### src/rtl/maxpool_if.sv
// Sequencer, data-FIFO and write-back-FIFO signals of the max-pooling engine.
// master = sequencer/FIFO side, slave = maxpool engine.
interface maxpool_if;
    logic        maxpool_ready;
    logic [7:0]  kernel_size;
    logic [31:0] op_num;
    logic [15:0] data_in;
    logic        data_fifo_empty;
    logic        data_fifo_rd_en;
    logic        out_fifo_full;
    logic        out_fifo_wr_en;
    logic [15:0] data_out;
    logic        maxpool_valid;

    modport master (
        output maxpool_ready, kernel_size, op_num, data_in, data_fifo_empty, out_fifo_full,
        input  data_fifo_rd_en, out_fifo_wr_en, data_out, maxpool_valid
    );

    modport slave (
        input  maxpool_ready, kernel_size, op_num, data_in, data_fifo_empty, out_fifo_full,
        output data_fifo_rd_en, out_fifo_wr_en, data_out, maxpool_valid
    );
endinterface

### src/rtl/maxpool.sv
// FP16 max-pool: one max per kernel_size^2 window, win_len+2 cycles/window, done level on maxpool_valid.
// Reads stall on data_fifo_empty; WRITE holds with data_out stable while out_fifo_full.
module maxpool (
    input  logic      clk,
    input  logic      rst_n,
    maxpool_if.slave  bus
);
    typedef enum logic [1:0] {IDLE, ACCUM, WRITE, DONE} state_t;

    state_t      state;
    logic [15:0] win_len;
    logic [15:0] rd_issued;
    logic [15:0] rd_recv;
    logic [15:0] acc;
    logic [31:0] op_num_q;
    logic [31:0] win_cnt;
    logic        rd_pend;
    logic        valid_q;
    logic [15:0] ks_sq;
    logic        rd_en;
    logic        wr_en;

    // Sign-magnitude compare; +0 and -0 tie, NaN/Inf are not special-cased.
    function automatic logic fp16_gt(input logic [15:0] cand, input logic [15:0] ref_v);
        if (cand[15] != ref_v[15])
            return !cand[15] && ((cand[14:0] | ref_v[14:0]) != 15'd0);
        else if (!cand[15])
            return cand[14:0] > ref_v[14:0];
        else
            return cand[14:0] < ref_v[14:0];
    endfunction

    assign ks_sq = {8'd0, bus.kernel_size} * {8'd0, bus.kernel_size};

    // Strobes are combinational so they can never fire against a same-cycle empty/full.
    assign rd_en = (state == ACCUM) && bus.maxpool_ready && !bus.data_fifo_empty
                   && (rd_issued < win_len);
    assign wr_en = (state == WRITE) && bus.maxpool_ready && !bus.out_fifo_full;

    assign bus.data_fifo_rd_en = rd_en;
    assign bus.out_fifo_wr_en  = wr_en;
    assign bus.data_out        = acc;
    assign bus.maxpool_valid   = valid_q;

    always_ff @(posedge clk or negedge rst_n) begin
        if (!rst_n) begin
            state     <= IDLE;
            win_len   <= 16'd0;
            rd_issued <= 16'd0;
            rd_recv   <= 16'd0;
            acc       <= 16'd0;
            op_num_q  <= 32'd0;
            win_cnt   <= 32'd0;
            rd_pend   <= 1'b0;
            valid_q   <= 1'b0;
        end else begin
            case (state)
                IDLE: begin
                    rd_pend <= 1'b0;
                    valid_q <= 1'b0;
                    if (bus.maxpool_ready) begin
                        win_len   <= ks_sq;
                        op_num_q  <= bus.op_num;
                        rd_issued <= 16'd0;
                        rd_recv   <= 16'd0;
                        win_cnt   <= 32'd0;
                        if (ks_sq == 16'd0 || bus.op_num == 32'd0)
                            state <= DONE;
                        else
                            state <= ACCUM;
                    end
                end
                ACCUM: begin
                    if (!bus.maxpool_ready) begin
                        // Abort: any read still in flight is dropped.
                        rd_pend <= 1'b0;
                        state   <= IDLE;
                    end else begin
                        rd_pend <= rd_en;
                        if (rd_en)
                            rd_issued <= rd_issued + 16'd1;
                        if (rd_pend) begin
                            if (rd_recv == 16'd0 || fp16_gt(bus.data_in, acc))
                                acc <= bus.data_in;
                            rd_recv <= rd_recv + 16'd1;
                            if (rd_recv + 16'd1 == win_len)
                                state <= WRITE;
                        end
                    end
                end
                WRITE: begin
                    rd_pend <= 1'b0;
                    if (!bus.maxpool_ready) begin
                        state <= IDLE;
                    end else if (wr_en) begin
                        win_cnt <= win_cnt + 32'd1;
                        if (win_cnt + 32'd1 == op_num_q) begin
                            valid_q <= 1'b1;
                            state   <= DONE;
                        end else begin
                            rd_issued <= 16'd0;
                            rd_recv   <= 16'd0;
                            state     <= ACCUM;
                        end
                    end
                end
                DONE: begin
                    rd_pend <= 1'b0;
                    if (!bus.maxpool_ready) begin
                        valid_q <= 1'b0;
                        state   <= IDLE;
                    end else begin
                        valid_q <= 1'b1;
                    end
                end
                default: state <= IDLE;
            endcase
        end
    end
endmodule

### src/flat_wrapper.sv
// flat-port wrapper written by rule: the top's interface ports become plain ports
module maxpool_flat 
  (clk, rst_n, bus_maxpool_ready, bus_kernel_size, bus_op_num, bus_data_in, bus_data_fifo_empty, bus_out_fifo_full, bus_data_fifo_rd_en, bus_out_fifo_wr_en, bus_data_out, bus_maxpool_valid);
  maxpool_if bus_i ();
  input  logic clk;
  input  logic rst_n;
  input wire logic [$bits(bus_i.maxpool_ready)-1:0] bus_maxpool_ready;
  input wire logic [$bits(bus_i.kernel_size)-1:0] bus_kernel_size;
  input wire logic [$bits(bus_i.op_num)-1:0] bus_op_num;
  input wire logic [$bits(bus_i.data_in)-1:0] bus_data_in;
  input wire logic [$bits(bus_i.data_fifo_empty)-1:0] bus_data_fifo_empty;
  input wire logic [$bits(bus_i.out_fifo_full)-1:0] bus_out_fifo_full;
  output wire logic [$bits(bus_i.data_fifo_rd_en)-1:0] bus_data_fifo_rd_en;
  output wire logic [$bits(bus_i.out_fifo_wr_en)-1:0] bus_out_fifo_wr_en;
  output wire logic [$bits(bus_i.data_out)-1:0] bus_data_out;
  output wire logic [$bits(bus_i.maxpool_valid)-1:0] bus_maxpool_valid;
  assign bus_i.maxpool_ready = bus_maxpool_ready;
  assign bus_i.kernel_size = bus_kernel_size;
  assign bus_i.op_num = bus_op_num;
  assign bus_i.data_in = bus_data_in;
  assign bus_i.data_fifo_empty = bus_data_fifo_empty;
  assign bus_i.out_fifo_full = bus_out_fifo_full;
  assign bus_data_fifo_rd_en = bus_i.data_fifo_rd_en;
  assign bus_out_fifo_wr_en = bus_i.out_fifo_wr_en;
  assign bus_data_out = bus_i.data_out;
  assign bus_maxpool_valid = bus_i.maxpool_valid;
  maxpool u_core (.clk(clk), .rst_n(rst_n), .bus(bus_i));
endmodule
### config.mk
export PLATFORM = sky130hd
export DESIGN_NAME = maxpool_flat
export DESIGN_NICKNAME = d
export VERILOG_FILES = /design/src/rtl/maxpool_if.sv /design/src/rtl/maxpool.sv /design/src/flat_wrapper.sv
export SDC_FILE = /design/constraint.sdc
export NUM_CORES = 1
export LEC_CHECK = 0
export BUFFER_PORTS_ARGS = -buffer_cell sky130_fd_sc_hd__buf_2
export CELL_PAD_IN_SITES_DETAIL_PLACEMENT = 2
export CELL_PAD_IN_SITES_GLOBAL_PLACEMENT = 2
export CORE_MARGIN = 2
export CORE_UTILIZATION = 42
export CTS_BUF_LIST = sky130_fd_sc_hd__clkbuf_4
export DETAILED_ROUTE_END_ITERATION = 7
export GPL_TIMING_DRIVEN = 0
export PLACE_DENSITY = 0.88
export SYNTH_ARGS = -nofsm -noshare
export SYNTH_HDL_FRONTEND = slang
export SYNTH_SLANG_ARGS = --single-unit
### constraint.sdc
create_clock -name clk -period 9.5 [get_ports clk]
set_clock_uncertainty 0.1 [all_clocks]
set_input_delay 1.9 -clock clk [delete_from_list [all_inputs] [get_ports clk]]
set_output_delay 1.9 -clock clk [all_outputs]
set_load 0.05 [all_outputs]
==> impl_summary.md <==
Timing
The worst pin sits at a relative slew slack of 21.0%. Counting I/O delays and the setup requirement, the final critical path takes about 6.6 ns. Setup violations remaining at the end of the flow were counted as 0. Setup repair after global routing left no endpoint under its margin. In the final timing run, aggregate negative setup slack is 0 ns.

Based on the critical path, the design can be clocked at up to roughly 0.15 GHz. For the pin with the worst max-slew slack, the measured transition is about 1.2 ns. The count of final hold-check violations is 0. The period utilization is 69.1%. The max-slew violation total from the final report came to 0.

Clock tree
TritonCTS built the clock tree. The number of buffers added for setup after CTS is 0. The clock latency reported for the late side of the worst-skew pair is 0.61 ns.

The master cell of the clock root buffer is sky130_fd_sc_hd__clkbuf_4. The number of buffers inserted during clock tree synthesis is 17. The clock drives 131 sinks.

The depth of the CTS H-tree is 4. The count of hold-fix buffers inserted at cts is 0. The longest clock path from root to sink contains 2 buffers. Clock-pin slew was measured on the worst setup and hold paths at around 0.14 ns. The number of instances resized during post-cts repair is 0.

Floorplanning
Row generation in the floorplan step produced 58 rows. The die covers approximately 27000 sq um. The number of top-level design ports is 80. The die boundary width is 163 um. The chip height is 163 um.

Once the floorplan was initialized, standard cells occupied 42.4% of the core. The area of the core is 25000 sq um.

Synthesis
The leading area contributor after synthesis is sky130_fd_sc_hd__dfrtp_1. The post-synthesis sequential element count is 131. Yosys printed 0 warnings.

Ranked by total cell area, the synthesized netlist is headed by sky130_fd_sc_hd__dfrtp_1 31%, sky130_fd_sc_hd__ha_1 9.1%, sky130_fd_sc_hd__nand2_1 7.5%. Summing the sequential cell areas from Yosys gives 30.9% of the chip area. Counting distinct cell types in the post-synthesis netlist gives 81. The number of flops mapped to enable cells by yosys is 0. The cell area after technology mapping is 10600 sq um. The leading register cell type out of synthesis is sky130_fd_sc_hd__dfrtp_1. The mean post-synth cell area is 8.53 sq um. The number of nets handed over by synthesis was 1406.

The fraction of post-synthesis cell area in the top cell type by area is 30.9%. The cell count after synthesis is 1245. For this run, asynchronously set or reset flops after synthesis account for 100%.

Placed design
Detailed placement ended at an HPWL of slightly below 30000 um. Port buffering added 77 buffers. Routability-driven placement finished with a final weighted congestion of 0.845.

Hold path
The classification of the worst-slack hold path is reg2reg. The end point of the most critical hold path is u_core.op_num_q[21]$_DFFE_PN0P_. The hold path startpoint is u_core.op_num_q[21]$_DFFE_PN0P_. The worst hold path was traced through 2 stages.

Layout
Across the whole layout, storage elements account for 3280 sq um. The fill cell total of the finished layout is about 2800. In the final layout, the multi-input gates occupy 6620 sq um. At the end of the flow the core is filled with cells to 47.1%.

From synthesis to final layout, the design area changed by 11.0%. In the final layout, the share of cells above drive strength 1 is 12.7%. The net count of the finished layout is 1503.

Worst setup path
The worst setup path is of the in2reg kind. Of all nets on the critical path, the largest fanout is 10. The arrival time of the worst setup path is 6.92 ns. Data on the critical path is required at its endpoint by 9.86 ns. The type of destination of the critical path is a flip-flop. The capture point of the worst reg-to-reg path is u_core.rd_recv[6]$_DFFE_PN0P_.

STA classifies the critical path startpoint as a primary input. The critical register-to-register path startpoint is u_core.win_cnt[0]$_DFFE_PN0P_. The cell count of the worst reg-to-reg path is 11.

The internal reg-to-reg setup slack is about 5.3 ns.

Drt
Summing over every cut layer, the via total after detailed routing is 9895. In the final routed layout, each cell accounts on average for approximately 24 um. For this run, design rule violations remaining after detail routing come to 0. In this run the remaining antenna-violating nets after routing total 0.

The pre-antenna-repair detailed-routing pass consisted of 5 iterations. Summed over all layers, the routed wires come to ~40000 um. For this block, the initial DRC count from the detailed router was 500. Using the TritonRoute via totals, the vias-per-cell ratio works out to between 5 and 6.

Power
Summed over all cells, the static leakage comes to about 5.4 nW. The power density over the cells is ~240 nW/um^2. The maximum vdd drop is 0.000123 V. Overall power consumption after layout is estimated at 0.00278 W.

GRT
The global-route usage over all layers is 32.0%. The first global-routing pass estimated 65100 um of wire. The number of global-route vias before repair was 11400. The initial antenna violation count is 2. Entering global routing, the biggest net connects 76 pins. Summed over all layers, the global routing overflow is 0.

Job
The tool flagged a number of max-cap violations equal to 0.

Status
The run finished with clean final reports.
## cell families after synthesis
kind of cell / synth area share [%]
simple gates: 22.7
compound gates: 16.9
buf+inv: 6.80
flops: 30.9
fa+ha+maj: 13.4
xor+xnor: 7.26
mux: 2.00
## sequential cells by signal, summed over array words and instances, names as in the netlist
name                      cells
u_core.op_num_q              32
u_core.rd_issued             16
u_core.state                  2
u_core.bus.maxpool_valid      1
u_core.win_len               15
u_core.win_cnt               32
u_core.bus.data_out          16
u_core.rd_recv               16
u_core.rd_pend                1
## through the flow
stage	area (sq um)	setup slack [ns]	hold slack [ns]	instances
after floorplan	10600	3.36	0.359	1245
after global placement	11400	2.69	0.383	1652
after detailed placement	11500	2.49	0.392	1653
after CTS	11800	2.95	0.422	1685
after global routing	11800	2.72	0.456	1687
final	11800	2.94	0.418	1687
## critical path, stage by stage
cell,delay [ns]
sky130_fd_sc_hd__buf_2,0.11
sky130_fd_sc_hd__clkbuf_1,0.41
sky130_fd_sc_hd__nand2_1,0.22
sky130_fd_sc_hd__fa_1,0.43
sky130_fd_sc_hd__inv_1,0.07
sky130_fd_sc_hd__fa_1,0.42
sky130_fd_sc_hd__ha_1,0.30
sky130_fd_sc_hd__inv_1,0.05
sky130_fd_sc_hd__fa_1,0.55
sky130_fd_sc_hd__inv_1,0.06
sky130_fd_sc_hd__ha_1,0.37
sky130_fd_sc_hd__a21o_1,0.21
sky130_fd_sc_hd__a21oi_1,0.33
sky130_fd_sc_hd__o21ai_0,0.15
sky130_fd_sc_hd__a21oi_1,0.22
sky130_fd_sc_hd__o21ba_2,0.19
sky130_fd_sc_hd__mux2_2,0.35
sky130_fd_sc_hd__and3_1,0.16
sky130_fd_sc_hd__a41oi_1,0.29
sky130_fd_sc_hd__o22ai_1,0.14
## per-layer routing
layer / up-vias / global-route usage (%) / part of all wire, %
li1: 4474 / - / -
met1: 5125 / 37.3 / 41
met2: 200 / 58.8 / 52
met3: 96 / 4.37 / 2.9
met4: 0 / 13.1 / 3.7
met5: - / 0 / 0
## placed cells by master, fill, tap and decap left out, drive strengths merged, types with 3 or more instances in the layout
cell and instances:
dfrtp 131, o21a 5, o311ai 3, fa 23, nand2 216, o211ai 4, a21o 11, o21bai 4
xor2 27, o31ai 15, nor4b 5, nand3 37, and4 5, buf 98, bufinv 4, and2 29
o21ai 75, nor2b 10, xnor2 61, clkbuf 56, o21ba 3, a31oi 38, and3 21, mux2i 19
nand2b 4, nor3b 3, or3 5, inv 120, a41oi 4, ha 77, nand4 29, o41ai 3
nor4 28, a21oi 56, clkinv 6, nor2 62, nor3 20, nand3b 3
## Yosys cell counts (23+ instances only)
cell	number
sky130_fd_sc_hd__inv_1	117
sky130_fd_sc_hd__and2_1	27
sky130_fd_sc_hd__nor2_1	62
sky130_fd_sc_hd__xor2_1	27
sky130_fd_sc_hd__nand2_1	213
sky130_fd_sc_hd__nor4_1	25
sky130_fd_sc_hd__clkbuf_1	38
sky130_fd_sc_hd__nand3_1	36
sky130_fd_sc_hd__a21oi_1	53
sky130_fd_sc_hd__nand4_1	27
sky130_fd_sc_hd__dfrtp_1	131
sky130_fd_sc_hd__ha_1	77
sky130_fd_sc_hd__o21ai_0	75
sky130_fd_sc_hd__fa_1	23
sky130_fd_sc_hd__xnor2_1	61
## where the power goes
part,switching (W),total (W),internal [W]
clock network,0.000268,0.000479,0.000211
registers,0.000162,0.000856,0.000694
logic,0.000960,0.00144,0.000484
## area by class of cell
cell class / count / share of cell area [%]
timing repair buffer: 78 / 3.55
inverter: 117 / 3.72
buffer: 59 / 2.40
clock buffer: 17 / 1.08
clock inverter: 15 / 1.74
tap: 330 / 3.50
multi-input combinational: 938 / 56.2
antenna: 2 / 0.0424
sequential: 131 / 27.8
## how the worst max path moves through the flow
stage                       start                     endpoint  slack [ns]  cells past startpoint
6_report       bus_kernel_size[0]  u_core.state[1]$_DFFE_PN0P_        2.94                     20
5_1_grt        bus_kernel_size[1]  u_core.state[1]$_DFFE_PN0P_        2.72                     20
4_1_cts        bus_kernel_size[0]  u_core.state[1]$_DFFE_PN0P_        2.95                     20
3_5_place_dp   bus_kernel_size[1]  u_core.state[1]$_DFFE_PN0P_        2.49                     17
3_3_place_gp   bus_kernel_size[0]  u_core.state[1]$_DFFE_PN0P_        2.69                     20
2_1_floorplan  bus_kernel_size[5]  u_core.state[1]$_DFFE_PN0P_        3.36                     16
No activity file was read; power rests on OpenSTA's default activity.
